$ cat src/rtl/instr_word_encoder.sv
`timescale 1ns/1ps
// instr_word_encoder
// Packs symbolic instruction requests into 32-bit MIPS instruction words
// and writes them one after another into instruction memory. The opcode,
// funct and rt codes match what the Controller decodes, so a word encoded
// here decodes back to the requested operation.
//
// Ports:
//   clk, rst_n        rising-edge clock, asynchronous active-low reset
//   start             one-cycle pulse that begins a program load
//   in_valid/in_ready request handshake; in_last marks the final request
//   op_sel            operation select (0..29 supported, 30..31 flagged)
//   rs, rt, rd, shamt register and shift fields
//   imm, target       immediate / branch offset and jump target
//   mem_wr_en         instruction-memory write strobe
//   mem_wr_addr       byte address of the word being written
//   mem_wr_data       encoded instruction word
//   count             words written since start
//   err               sticky flag, set by an unsupported op_sel
//   done              one-cycle pulse after the final word is written
//
// Optional feature (macro INSTR_ENC_HALT_ON_FULL_EN):
//   defined   - once count reaches DEPTH the load stalls with in_ready low,
//               err is set by any valid request held against the stall, and
//               a start pulse restarts the load
//   undefined - no stall; the address wraps back to BASE_ADDR every DEPTH
//               words and count wraps modulo 2^16

module instr_word_encoder #(
  parameter int          ADDR_W    = 32,
  parameter int unsigned BASE_ADDR = 0,
  parameter int unsigned ADDR_STEP = 4,
  parameter int          DEPTH     = 128
) (
  input  logic              clk,
  input  logic              rst_n,
  input  logic              start,
  input  logic              in_valid,
  output logic              in_ready,
  input  logic              in_last,
  input  logic [4:0]        op_sel,
  input  logic [4:0]        rs,
  input  logic [4:0]        rt,
  input  logic [4:0]        rd,
  input  logic [4:0]        shamt,
  input  logic [15:0]       imm,
  input  logic [25:0]       target,
  output logic              mem_wr_en,
  output logic [ADDR_W-1:0] mem_wr_addr,
  output logic [31:0]       mem_wr_data,
  output logic [15:0]       count,
  output logic              err,
  output logic              done
);

  localparam int SLOT_W = (DEPTH > 1) ? $clog2(DEPTH) : 1;

  typedef enum logic [1:0] {
    IDLE  = 2'd0,
    LOAD  = 2'd1,
    FLUSH = 2'd2,
    DONE  = 2'd3
  } state_t;

  state_t            state;
  state_t            state_next;
  logic [ADDR_W-1:0] addr_ptr;
  logic [SLOT_W-1:0] slot;
  logic              accept;
  logic              restart;
  logic              stall_err;
  logic [31:0]       word;
  logic              word_ok;

  // slot tracks the position inside the DEPTH-word region so the address
  // can wrap to BASE_ADDR independently of the 16-bit count
`ifdef INSTR_ENC_HALT_ON_FULL_EN
  logic full;
  assign full      = (count == 16'(DEPTH));
  assign in_ready  = (state == LOAD) && !full;
  assign stall_err = (state == LOAD) && full && in_valid;
  // a stalled load can only be left by reset or a fresh start
  assign restart   = start && ((state == IDLE) || ((state == LOAD) && full));
`else
  assign in_ready  = (state == LOAD);
  assign stall_err = 1'b0;
  assign restart   = start && (state == IDLE);
`endif

  assign accept = in_valid && in_ready;

  // Word packing: only the fields a format uses reach the word; everything
  // else is replaced by constant zeros (or the fixed rt code for REGIMM)
  always_comb begin
    word    = '0;
    word_ok = 1'b1;
    case (op_sel)
      5'd0:  word = {6'b000000, rs, rt, rd, 5'b00000, 6'b100000};
      5'd1:  word = {6'b000000, rs, rt, rd, 5'b00000, 6'b100010};
      5'd2:  word = {6'b000000, rs, rt, rd, 5'b00000, 6'b100100};
      5'd3:  word = {6'b000000, rs, rt, rd, 5'b00000, 6'b100101};
      5'd4:  word = {6'b000000, rs, rt, rd, 5'b00000, 6'b100111};
      5'd5:  word = {6'b000000, rs, rt, rd, 5'b00000, 6'b100110};
      5'd6:  word = {6'b000000, rs, rt, rd, 5'b00000, 6'b101010};
      5'd7:  word = {6'b000000, 5'b00000, rt, rd, shamt, 6'b000000};
      5'd8:  word = {6'b000000, 5'b00000, rt, rd, shamt, 6'b000010};
      5'd9:  word = {6'b000000, rs, 15'd0, 6'b001000};
      5'd10: word = {6'b011100, rs, rt, rd, 5'b00000, 6'b000010};
      5'd11: word = {6'b001000, rs, rt, imm};
      5'd12: word = {6'b001100, rs, rt, imm};
      5'd13: word = {6'b001101, rs, rt, imm};
      5'd14: word = {6'b001110, rs, rt, imm};
      5'd15: word = {6'b001010, rs, rt, imm};
      5'd16: word = {6'b100011, rs, rt, imm};
      5'd17: word = {6'b101011, rs, rt, imm};
      5'd18: word = {6'b100000, rs, rt, imm};
      5'd19: word = {6'b100001, rs, rt, imm};
      5'd20: word = {6'b101000, rs, rt, imm};
      5'd21: word = {6'b101001, rs, rt, imm};
      5'd22: word = {6'b000100, rs, rt, imm};
      5'd23: word = {6'b000101, rs, rt, imm};
      5'd24: word = {6'b000111, rs, 5'b00000, imm};
      5'd25: word = {6'b000110, rs, 5'b00000, imm};
      5'd26: word = {6'b000001, rs, 5'b00000, imm};
      5'd27: word = {6'b000001, rs, 5'b00001, imm};
      5'd28: word = {6'b000010, target};
      5'd29: word = {6'b000011, target};
      default: word_ok = 1'b0;
    endcase
  end

  // State register
  always_ff @(posedge clk or negedge rst_n) begin
    if (!rst_n) begin
      state <= IDLE;
    end else begin
      state <= state_next;
    end
  end

  // Next-state logic; FLUSH covers the cycle in which the final write is
  // on the memory port
  always_comb begin
    state_next = state;
    case (state)
      IDLE:    if (restart) state_next = LOAD;
      LOAD:    if (accept && in_last) state_next = FLUSH;
      FLUSH:   state_next = DONE;
      DONE:    state_next = IDLE;
      default: state_next = IDLE;
    endcase
  end

  // Write port, address pointer, count and flags. The write strobe is a
  // single-cycle pulse following each accepted supported request; done is
  // registered out of the DONE state so it lands after the final write.
  always_ff @(posedge clk or negedge rst_n) begin
    if (!rst_n) begin
      mem_wr_en   <= 1'b0;
      mem_wr_addr <= '0;
      mem_wr_data <= '0;
      count       <= '0;
      err         <= 1'b0;
      done        <= 1'b0;
      addr_ptr    <= ADDR_W'(BASE_ADDR);
      slot        <= '0;
    end else begin
      mem_wr_en <= 1'b0;
      done      <= (state == DONE);
      if (restart) begin
        addr_ptr <= ADDR_W'(BASE_ADDR);
        slot     <= '0;
        count    <= '0;
        err      <= 1'b0;
      end else begin
        if (accept) begin
          if (word_ok) begin
            mem_wr_en   <= 1'b1;
            mem_wr_addr <= addr_ptr;
            mem_wr_data <= word;
            count       <= count + 16'd1;
            if (slot == SLOT_W'(DEPTH - 1)) begin
              slot     <= '0;
              addr_ptr <= ADDR_W'(BASE_ADDR);
            end else begin
              slot     <= slot + SLOT_W'(1);
              addr_ptr <= addr_ptr + ADDR_W'(ADDR_STEP);
            end
          end else begin
            err <= 1'b1;
          end
        end
        if (stall_err) begin
          err <= 1'b1;
        end
      end
    end
  end

endmodule

$ cat config.mk
export PLATFORM = sky130hd
export DESIGN_NAME = instr_word_encoder
export DESIGN_NICKNAME = d
export VERILOG_FILES = /design/src/rtl/instr_word_encoder.sv
export SDC_FILE = /design/constraint.sdc
export NUM_CORES = 1
export LEC_CHECK = 0
export ABC_AREA = 0
export BUFFER_PORTS_ARGS = -buffer_cell sky130_fd_sc_hd__buf_2
export CORE_UTILIZATION = 50
export DETAILED_ROUTE_END_ITERATION = 10
export PLACE_DENSITY = 0.79
export SLEW_MARGIN = 20
export SYNTH_ARGS = -nofsm -noshare
export SYNTH_HDL_FRONTEND = slang
export SYNTH_SLANG_ARGS = --single-unit
$ cat constraint.sdc
create_clock -name clk -period 2.29 [get_ports clk]
set_input_delay 0.458 -clock clk [delete_from_list [all_inputs] [get_ports clk]]
set_output_delay 0.458 -clock clk [all_outputs]
set_load 0.005 [all_outputs]
== Word level (Yosys, flattened, before mapping) ==
Cells that the tools add are included.

* Register bits after elaboration: 124
* Input bits: 72
* Output and inout bits: 84
* Word-level logic and storage cells: 83

* Add/sub/neg operators: 3
* Equal/unequal tests: 36
* Multiplexer cells: 22
* Bitwise operators: 1
* Reduce and logical (&&, ||, !) cells: 12

{| class="wikitable"
|+ Operators by type and width
! cell !! count
|-
| case mux 32 bit (30 select lines) || 1
|-
| two-way mux 32 bit || 4
|-
| == test 5 bit (second input constant) || 14
|-
| two-way mux 16 bit || 3
|-
| == test 5 x 4 -> 1 bit (second input constant) || 8
|-
| adder 32 x 3 -> 32 bit (second input constant) || 1
|-
| OR reduction 30 bit || 1
|-
| two-way mux 7 bit || 4
|-
| == test 5 x 3 -> 1 bit (second input constant) || 4
|-
| adder 16 x 1 -> 16 bit (second input constant) || 1
|-
| == test 5 x 2 -> 1 bit (second input constant) || 2
|-
| case mux 2 bit (4 select lines) || 1
|-
| adder 7 x 1 -> 7 bit (second input constant) || 1
|-
| == test 7 bit (second input constant) || 1
|-
| two-way mux 1 bit || 7
|-
| AND reduction 2 bit || 3
|-
| == test 5 x 1 -> 1 bit (second input constant) || 1
|-
| zero test 5 bit || 1
|-
| == test 2 bit (second input constant) || 2
|-
| two-way mux 2 bit || 2
|-
| inequality test 2 bit (second input constant) || 2
|-
| nonzero test 2 bit || 2
|-
| logical AND 1 bit || 3
|-
| AND reduction 3 bit || 1
|-
| other kinds (4) || 4
|}

== Depth between registers and ports, before layout ==
Gate-level depths: netlist (run 1).

* Depth in word-level cells: 6
* Depth in mapped cells: 9
* Gate-level depth less buffers: 7

== Worst setup path before layout (run 1) ==
OpenSTA, ideal clock, no wires.

* Path kind: reg-to-reg
* From: register state[1]
* To: register addr_ptr[31]
* Library setup time: 0.069 ns
* Arrival time: 2.017 ns
* Data required time: 2.221 ns
* Slack: 0.204 ns
* Cell stages (with the launch flop): 9
* Buffers on the path: 1
* Clock period less this slack: 2.086 ns
* Path through: dfrtp_1 > inv_1 > ha_1 > and2_1 > nand3_2 > or2_2 > clkbuf_1 > or4_1 > nand3_1

* Longest elaborated chain between the ends: 4
* Elaborated cells between the ends (all ways): 8
* Those cells by class: eq/ne: 1; mux: 1; reduce/logical: 6

{| class="wikitable"
|+ RTL lines
! what !! RTL line !! RTL
|-
| start: declaration || 65 || <nowiki>state_t state;</nowiki>
|-
| start signal: assignment || 137 || <nowiki>state <= state_next;</nowiki>
|-
| == test 2 x 1 -> 1 bit || 85 || <nowiki>assign in_ready = (state == LOAD);</nowiki>
|-
| named net in_ready || 39 || <nowiki>output logic in_ready,</nowiki>
|-
| logical AND 1 bit || 90 || <nowiki>assign accept = in_valid && in_ready;</nowiki>
|-
| nonzero test 2 bit (no source line) || - ||
|-
| AND reduction 2 bit (no source line) || - ||
|-
| end signal: assignment || 165 || <nowiki>addr_ptr <= ADDR_W'(BASE_ADDR);</nowiki>
|-
| end signal: assignment || 171 || <nowiki>addr_ptr <= ADDR_W'(BASE_ADDR);</nowiki>
|-
| end signal: assignment || 184 || <nowiki>addr_ptr <= ADDR_W'(BASE_ADDR);</nowiki>
|-
| end: declaration || 67 || <nowiki>logic [ADDR_W-1:0] addr_ptr;</nowiki>
|}

The timed path passes the listed nets, and every way through them passes these cells.
A chain may end at the register's enable or synchronous reset.

== Worst setup path in the final report (run 1) ==
* From: register addr_ptr[3]
* To: register addr_ptr[22]

* Longest elaborated chain between the ends: 5

{| class="wikitable"
|+ RTL lines
! what !! RTL line !! RTL
|-
| adder 32 x 3 -> 32 bit || 187 || <nowiki>addr_ptr <= addr_ptr + ADDR_W'(ADDR_STEP);</nowiki>
|-
| two-way mux 32 bit || 182 || <nowiki>if (slot == SLOT_W'(DEPTH - 1)) begin</nowiki>
|-
| two-way mux 32 bit || 177 || <nowiki>if (word_ok) begin</nowiki>
|-
| two-way mux 32 bit || 176 || <nowiki>if (accept) begin</nowiki>
|-
| two-way mux 32 bit || 170 || <nowiki>if (restart) begin</nowiki>
|}

No other way between the ends. The select of a mux whose other input is x is not followed.

==> flow_metrics.env, run 1 <==
export IMPL_violations="DRC"
export IMPL_synthMuxAreaShare_pct=0.167
export IMPL_period_minus_slack_ps=2130
export IMPL_grt_pass1_wl_um=26300
export IMPL_async_flop_share_pct=100
export IMPL_cts_buffers=17
export IMPL_maxSlewHeadroom_pct=57.2
export IMPL_p_leak_nw=3.80
export IMPL_worstSetupPathType="reg2reg"
export IMPL_drive_above_1_share_pct=27.0
export IMPL_maxCapViolCount=0
export IMPL_rsz0062_at_grt="no"
export IMPL_cts_tree="built"
export IMPL_start_util_pct=51.9
export IMPL_fmax_ghz=0.469
export IMPL_grt_pass1_vias=5534
export IMPL_synth_fa_ha_area_share_pct=1.67
export IMPL_busiest_layer="met2"
export IMPL_cts_sinks=120
export IMPL_ys_seq_elements=120
export IMPL_power_frac_clock_pct=38.5
export IMPL_cts_setup_buffers=0
export IMPL_synth_top_family_by_area="simple AND/OR/NAND/NOR gates"
export IMPL_gp_congestion=0.902
export IMPL_die_w_um=112
export IMPL_htree_levels=4
export IMPL_setup_viol=0
export IMPL_dr_total_vias=5710
export IMPL_power_w=0.00745
export IMPL_clock_root_buffer="clkbuf_16"
export IMPL_antenna_cells=0
export IMPL_power_frac_comb_pct=24.3
export IMPL_drt_iter0_drc=421
export IMPL_areaGrowthSynthToFinish_pct=27.3
export IMPL_firstDrtPassIters=8
export IMPL_crit_arrival_ps=2430
export IMPL_finClkSkew_ps=8.36
export IMPL_synth_cells=673
export IMPL_drtAntennaViolNets=0
export IMPL_die_area_sq_mm=0.0125
export IMPL_hold_buffers=0
export IMPL_synth_seq_area_share_pct=50.0
export IMPL_synth_xor_area_share_pct=2.63
export IMPL_synth_area_per_cell_sq_um=8.92
export IMPL_grtUsageMet2_pct=42.4
export IMPL_critPathLaunchType="register"
export IMPL_clk_path_buf_depth=2
export IMPL_crit_path_end_kind="register"
export IMPL_portBuffers=153
export IMPL_synthSimpleGateAreaFrac_pct=23.8
export IMPL_drc_errors=1
export IMPL_finalMaxSlewViolations=0
export IMPL_cp_data_required_time_ps=2590
export IMPL_nets=911
export IMPL_dieHeight_um=112
export IMPL_grt_ovfl_total=0
export IMPL_antenna_found_initial=0
export IMPL_core_region_area_sq_mm=0.0116
export IMPL_synthDistinctLibCells=58
export IMPL_fin_tns_setup_ps=0
export IMPL_min_period_over_period_pct=93.2
export IMPL_p_sw_share_pct=30.1
export IMPL_hp_class="in2async"
export IMPL_p_switching_w=0.00224
export IMPL_met3_usage_pct=5.72
export IMPL_num_rows=39
export IMPL_via_per_inst=5.79
export IMPL_finalWirelength_um=15800
export IMPL_place_hpwl_um=11100
export IMPL_synth_area_sq_mm=0.00601
export IMPL_irDropWorstVdd_v=0.000578
export IMPL_synth_compound_area_share_pct=17.4
export IMPL_hold_violations=0
export IMPL_track_usage_pct=26.5
export IMPL_synthFlopType="dfrtp_1"
export IMPL_yosys_warnings=0
export IMPL_pin_count=156
export IMPL_synth_edf_count=0
export IMPL_p_seq_share_pct=37.2
export IMPL_power_density_mw_per_mm2=974
export IMPL_met1_usage_pct=35.0
export IMPL_p_int_w=0.00521
export IMPL_status="finished, violations left"
export IMPL_worstSkewPairLatency_ps=420
export IMPL_path_clk_slew_ps=60
export IMPL_cp_max_fo=7
export IMPL_wl_per_cell_um=16.0
export IMPL_grt_max_degree=79
export IMPL_tightest_slew_ps=642
path summary, 6_finish.rpt:
check / start / endpoint / slack [ps] / depth (start not counted)
min in group clk: shamt[0] / mem_wr_data[6] / 280 / 3
max in group asynchronous: rst_n / mem_wr_addr[18] / 1610 / 2
setup / recovery: addr_ptr[3] / addr_ptr[22] / 160 / 6
hold / removal: rst_n / mem_wr_data[4] / 70 / 1
setup reg to reg: addr_ptr[3] / addr_ptr[22] / 160 / 6
hold reg to reg: mem_wr_addr[31] / mem_wr_addr[31] / 470 / 2
cells by family after synthesis:
family | count (synthesis)
other | 1
multiplexers | 1
AO/OA/AOI/OAI | 167
XOR/XNOR | 18
flip-flops | 120
adder cells (fa/ha/maj) | 8
buffers and inverters | 59
AND/OR/NAND/NOR | 299
placed cells by master, fill, tap and decap left out, types with 5 or more instances in the layout:
cell type / count
ha_1: 8
o21ai_1: 5
xnor2_1: 5
a222oi_1: 6
a311oi_1: 5
inv_1: 16
clkbuf_16: 17
o21ai_0: 70
nor3_1: 15
buf_4: 25
clkbuf_8: 5
or3_1: 8
a221oi_1: 13
xor2_1: 13
nor2_1: 54
a32oi_1: 5
nand2_1: 143
and3_1: 8
nand3_1: 16
dfrtp_1: 120
o211ai_1: 5
a21oi_1: 29
buf_2: 152
nand4_1: 20
cell type report:
| type | count | area (sq um) |
|---|---|---|
| clock buffer | 24 | 502 |
| clock inverter | 8 | 140 |
| fill | 947 | 3920 |
| inverter | 17 | 63.8 |
| multi-input combinational | 495 | 2760 |
| sequential | 120 | 3000 |
| tap | 143 | 179 |
| timing repair buffer | 180 | 1000 |
power by group through the flow:
stage / logic, W / clock network [W] / registers (W)
floorplan: 0.000957 / 0 / 0.00281
global placement: 0.00172 / 0 / 0.00278
detailed placement: 0.00180 / 0 / 0.00279
CTS: 0.00181 / 0.00289 / 0.00277
global route: 0.00201 / 0.00299 / 0.00281
finish: 0.00181 / 0.00286 / 0.00277
state kept, by name, summed over array words and instances (netlist names):
register / cells
state: 2
err: 1
done: 1
addr_ptr: 30
slot: 7
mem_wr_addr: 30
mem_wr_data: 32
mem_wr_en: 1
count: 16
what timing repair did:
item / in CTS / in global routing
resized for setup: 0 / 2
setup endpoints to repair: 0 / 4
hold endpoints to repair: 0 / 0
worst max-delay path: stages (launching register included):
cell and delay (ps):
dfrtp_1 440, ha_1 240, nand3_1 230, nor4_4 530, and3_1 310, a31o_2 170, a31oi_1 80
cells in the mapped netlist, drive strengths merged (2+ instances only):
cell / n / area share [%]
a22oi: 2 / 0.25
clkbuf: 26 / 1.6
nand3: 20 / 2.1
a311oi: 5 / 0.73
a31oi: 3 / 0.31
nor4: 3 / 0.81
dfrtp: 120 / 50
or4: 4 / 0.50
a32oi: 5 / 0.73
nor2b: 3 / 0.31
a21oi: 29 / 2.4
nand4: 20 / 2.1
and3: 10 / 1.1
and2: 5 / 0.52
o22ai: 4 / 0.42
o21ai: 75 / 6.2
a41oi: 2 / 0.29
ha: 8 / 1.7
buf: 16 / 1.6
nand2b: 4 / 0.42
xnor2: 5 / 0.73
nor2: 57 / 3.7
nand2: 144 / 9.0
a221oi: 13 / 1.9
inv: 16 / 1.0
xor2: 13 / 1.9
o41ai: 2 / 0.29
and4: 4 / 0.63
a31o: 2 / 0.29
nor3: 15 / 1.2
o211ai: 5 / 0.63
a222oi: 6 / 1.0
o21a: 2 / 0.25
or3: 8 / 0.83
a211oi: 4 / 0.50
o31ai: 2 / 0.25
per-stage QoR:
stage               setup WS [ps]  cells  instance area, sq um  util, %  hold slack, ps
floorplan                     204    674                  6010        -             162
global placement              216    955                  7000     60.5             453
detailed placement            126    955                  7000     60.5             458
CTS                           162    987                  7640     66.1            87.3
global route                 21.1    987                  7650     66.1             121
finish                        156    987                  7650     66.1            69.3
layer usage:
layer  vias to the layer above  part of all wire (%)
met4                         0                   2.5
met2                       215                    48
met1                      2751                    44
met5                         -                     0
met3                        40                   5.7
li1                       2704                     -
Note: power is estimated with default switching activity, not from simulation.
==> run 2: changes to the inputs <==
CTS_BUF_LIST = sky130_fd_sc_hd__clkbuf_16   (was default)
==> flow_metrics.env, run 2 (synthesis results as in run 1) <==
export IMPL_clock_root_buffer="clkbuf_16"
export IMPL_nets=911
export IMPL_num_fill_cells=959
export IMPL_fmax_ghz=0.473
export IMPL_post_route_cell_area_sq_mm=0.00760
export IMPL_path_clk_slew_ps=50
export IMPL_finalWirelength_um=15700
export IMPL_portBuffers=153
export IMPL_worstSkewPairLatency_ps=420
export IMPL_multi_input_area_sq_mm=0.00276
export IMPL_largest_register_ffs=32
export IMPL_crit_path_end="addr_ptr[22]"
export IMPL_maxCapViolCount=0
export IMPL_die_area_sq_mm=0.0125
export IMPL_power_density_mw_per_mm2=956
export IMPL_clk_path_buf_depth=2
export IMPL_grt_max_degree=79
export IMPL_top_register="mem_wr_data"
export IMPL_track_usage_pct=26.3
export IMPL_worstSetupPathType="reg2reg"
export IMPL_power_w=0.00726
export IMPL_drt_iter0_drc=466
export IMPL_place_hpwl_um=11100
export IMPL_cp_startpoint="addr_ptr[3]"
export IMPL_reg2reg_setup_slack_ps=180
export IMPL_core_region_area_sq_mm=0.0116
export IMPL_place_inst=955
export IMPL_cp_max_fo=7
export IMPL_cts_buffers=17
export IMPL_drive_above_1_share_pct=26.3
export IMPL_firstDrtPassIters=11
export IMPL_dieHeight_um=112
export IMPL_grt_pass1_wl_um=26200
export IMPL_violations="DRC"
export IMPL_register_area_sq_mm=0.00300
export IMPL_period_minus_slack_ps=2110
export IMPL_drc_errors=1
export IMPL_reg2reg_to="addr_ptr[22]"
export IMPL_grt_ovfl_total=0
export IMPL_dr_total_vias=5728
export IMPL_hold_buffers=0
export IMPL_rsz0062_at_grt="no"
export IMPL_drtAntennaViolNets=0
export IMPL_die_w_um=112
export IMPL_post_cts_resized=0
export IMPL_crit_path_end_kind="register"
export IMPL_fin_tns_setup_ps=0
export IMPL_num_rows=39
export IMPL_grt_pass1_vias=5513
export IMPL_largest_registers="mem_wr_data (32), addr_ptr (30), mem_wr_addr (30)"
export IMPL_start_util_pct=51.9
export IMPL_via_per_inst=5.80
export IMPL_p_sw_share_pct=30.7
export IMPL_wl_per_cell_um=15.9
export IMPL_cts_tree="built"
export IMPL_p_switching_w=0.00223
export IMPL_status="finished, violations left"
export IMPL_final_common_cell="buf_2"
export IMPL_p_leak_nw=3.78
export IMPL_crit_arrival_ps=2400
export IMPL_antenna_found_initial=0
export IMPL_p_seq_share_pct=38.2
export IMPL_hold_violations=0
export IMPL_postPlaceCellArea_sq_mm=0.00700
export IMPL_hp_class="in2async"
export IMPL_power_frac_clock_pct=36.9
export IMPL_gp_congestion=0.902
export IMPL_htree_levels=4
export IMPL_antenna_cells=0
export IMPL_cts_setup_buffers=0
export IMPL_final_cell_mix="buf_2, nand2_1, dfrtp_1, o21ai_0, nor2_1"
export IMPL_reg2reg_depth=6
export IMPL_critPathLaunchType="register"
export IMPL_reg2reg_from="addr_ptr[3]"
export IMPL_p_int_w=0.00503
export IMPL_postLayoutCoreUtil_pct=65.7
export IMPL_finalMaxSlewViolations=0
export IMPL_cp_data_required_time_ps=2580
export IMPL_finClkSkew_ps=6.60
export IMPL_irDropWorstVdd_v=0.000573
export IMPL_power_frac_comb_pct=24.9
export IMPL_min_period_over_period_pct=92.3
export IMPL_cts_sinks=120
export IMPL_tightest_slew_ps=644
export IMPL_areaGrowthSynthToFinish_pct=26.5
export IMPL_maxSlewHeadroom_pct=57.0
export IMPL_setup_viol=0
export IMPL_layoutNonFillerInstCount=987
export IMPL_pin_count=156
==> run 2: changes by cell type in the layout (fill, tap and decap cells not counted), sizes merged <==
| cell | delta |
|---|---|
| clkbuf | -7 |
| inv | +2 |
| clkinv | +5 |
==> run 2: power groups by stage <==
stage | combinational, W | clock, W | sequential [W]
floorplan | 0.000957 | 0 | 0.00281
global placement | 0.00172 | 0 | 0.00278
detailed placement | 0.00180 | 0 | 0.00279
CTS | 0.00181 | 0.00270 | 0.00277
global route | 0.00201 | 0.00281 | 0.00281
finish | 0.00181 | 0.00268 | 0.00277
==> run 2: metrics by stage <==
step	hold WS, ps	worst slack, ps
floorplan	162	204
global placement	453	216
detailed placement	458	126
CTS	87.8	162
global route	121	12.8
finish	68.9	176
==> run 2: layout make-up <==
type | count | area share (%)
Tap cell | 143 | 2.36
Inverter | 17 | 0.840
Clock buffer | 17 | 5.60
Timing Repair Buffer | 180 | 13.2
Sequential cell | 120 | 39.5
Clock inverter | 15 | 2.19
Multi-Input combinational cell | 495 | 36.3
==> run 2: per-layer routing <==
metal | share of wire, % | global-route usage (%)
met1 | 44 | 35.0
met2 | 47 | 41.5
met3 | 6.6 | 5.55
met4 | 2.6 | 12.1
met5 | 0 | 0
==> run 2: how the worst min path moves through the flow <==
stage | cells past startpoint | slack, ps | end
floorplan | 0 | 160 | addr_ptr[10]
global placement | 2 | 450 | mem_wr_addr[11]
detailed placement | 2 | 460 | mem_wr_addr[10]
CTS | 1 | 90 | addr_ptr[10]
global route | 1 | 120 | mem_wr_data[4]
finish | 1 | 70 | mem_wr_data[4]
==> run 2: critical path, stage by stage, from the launching register on <==
cell and delay, ps:
dfrtp_1 440, ha_1 250, nand3_1 210, nor4_4 530, and3_1 310, a31o_2 170
a31oi_1 80
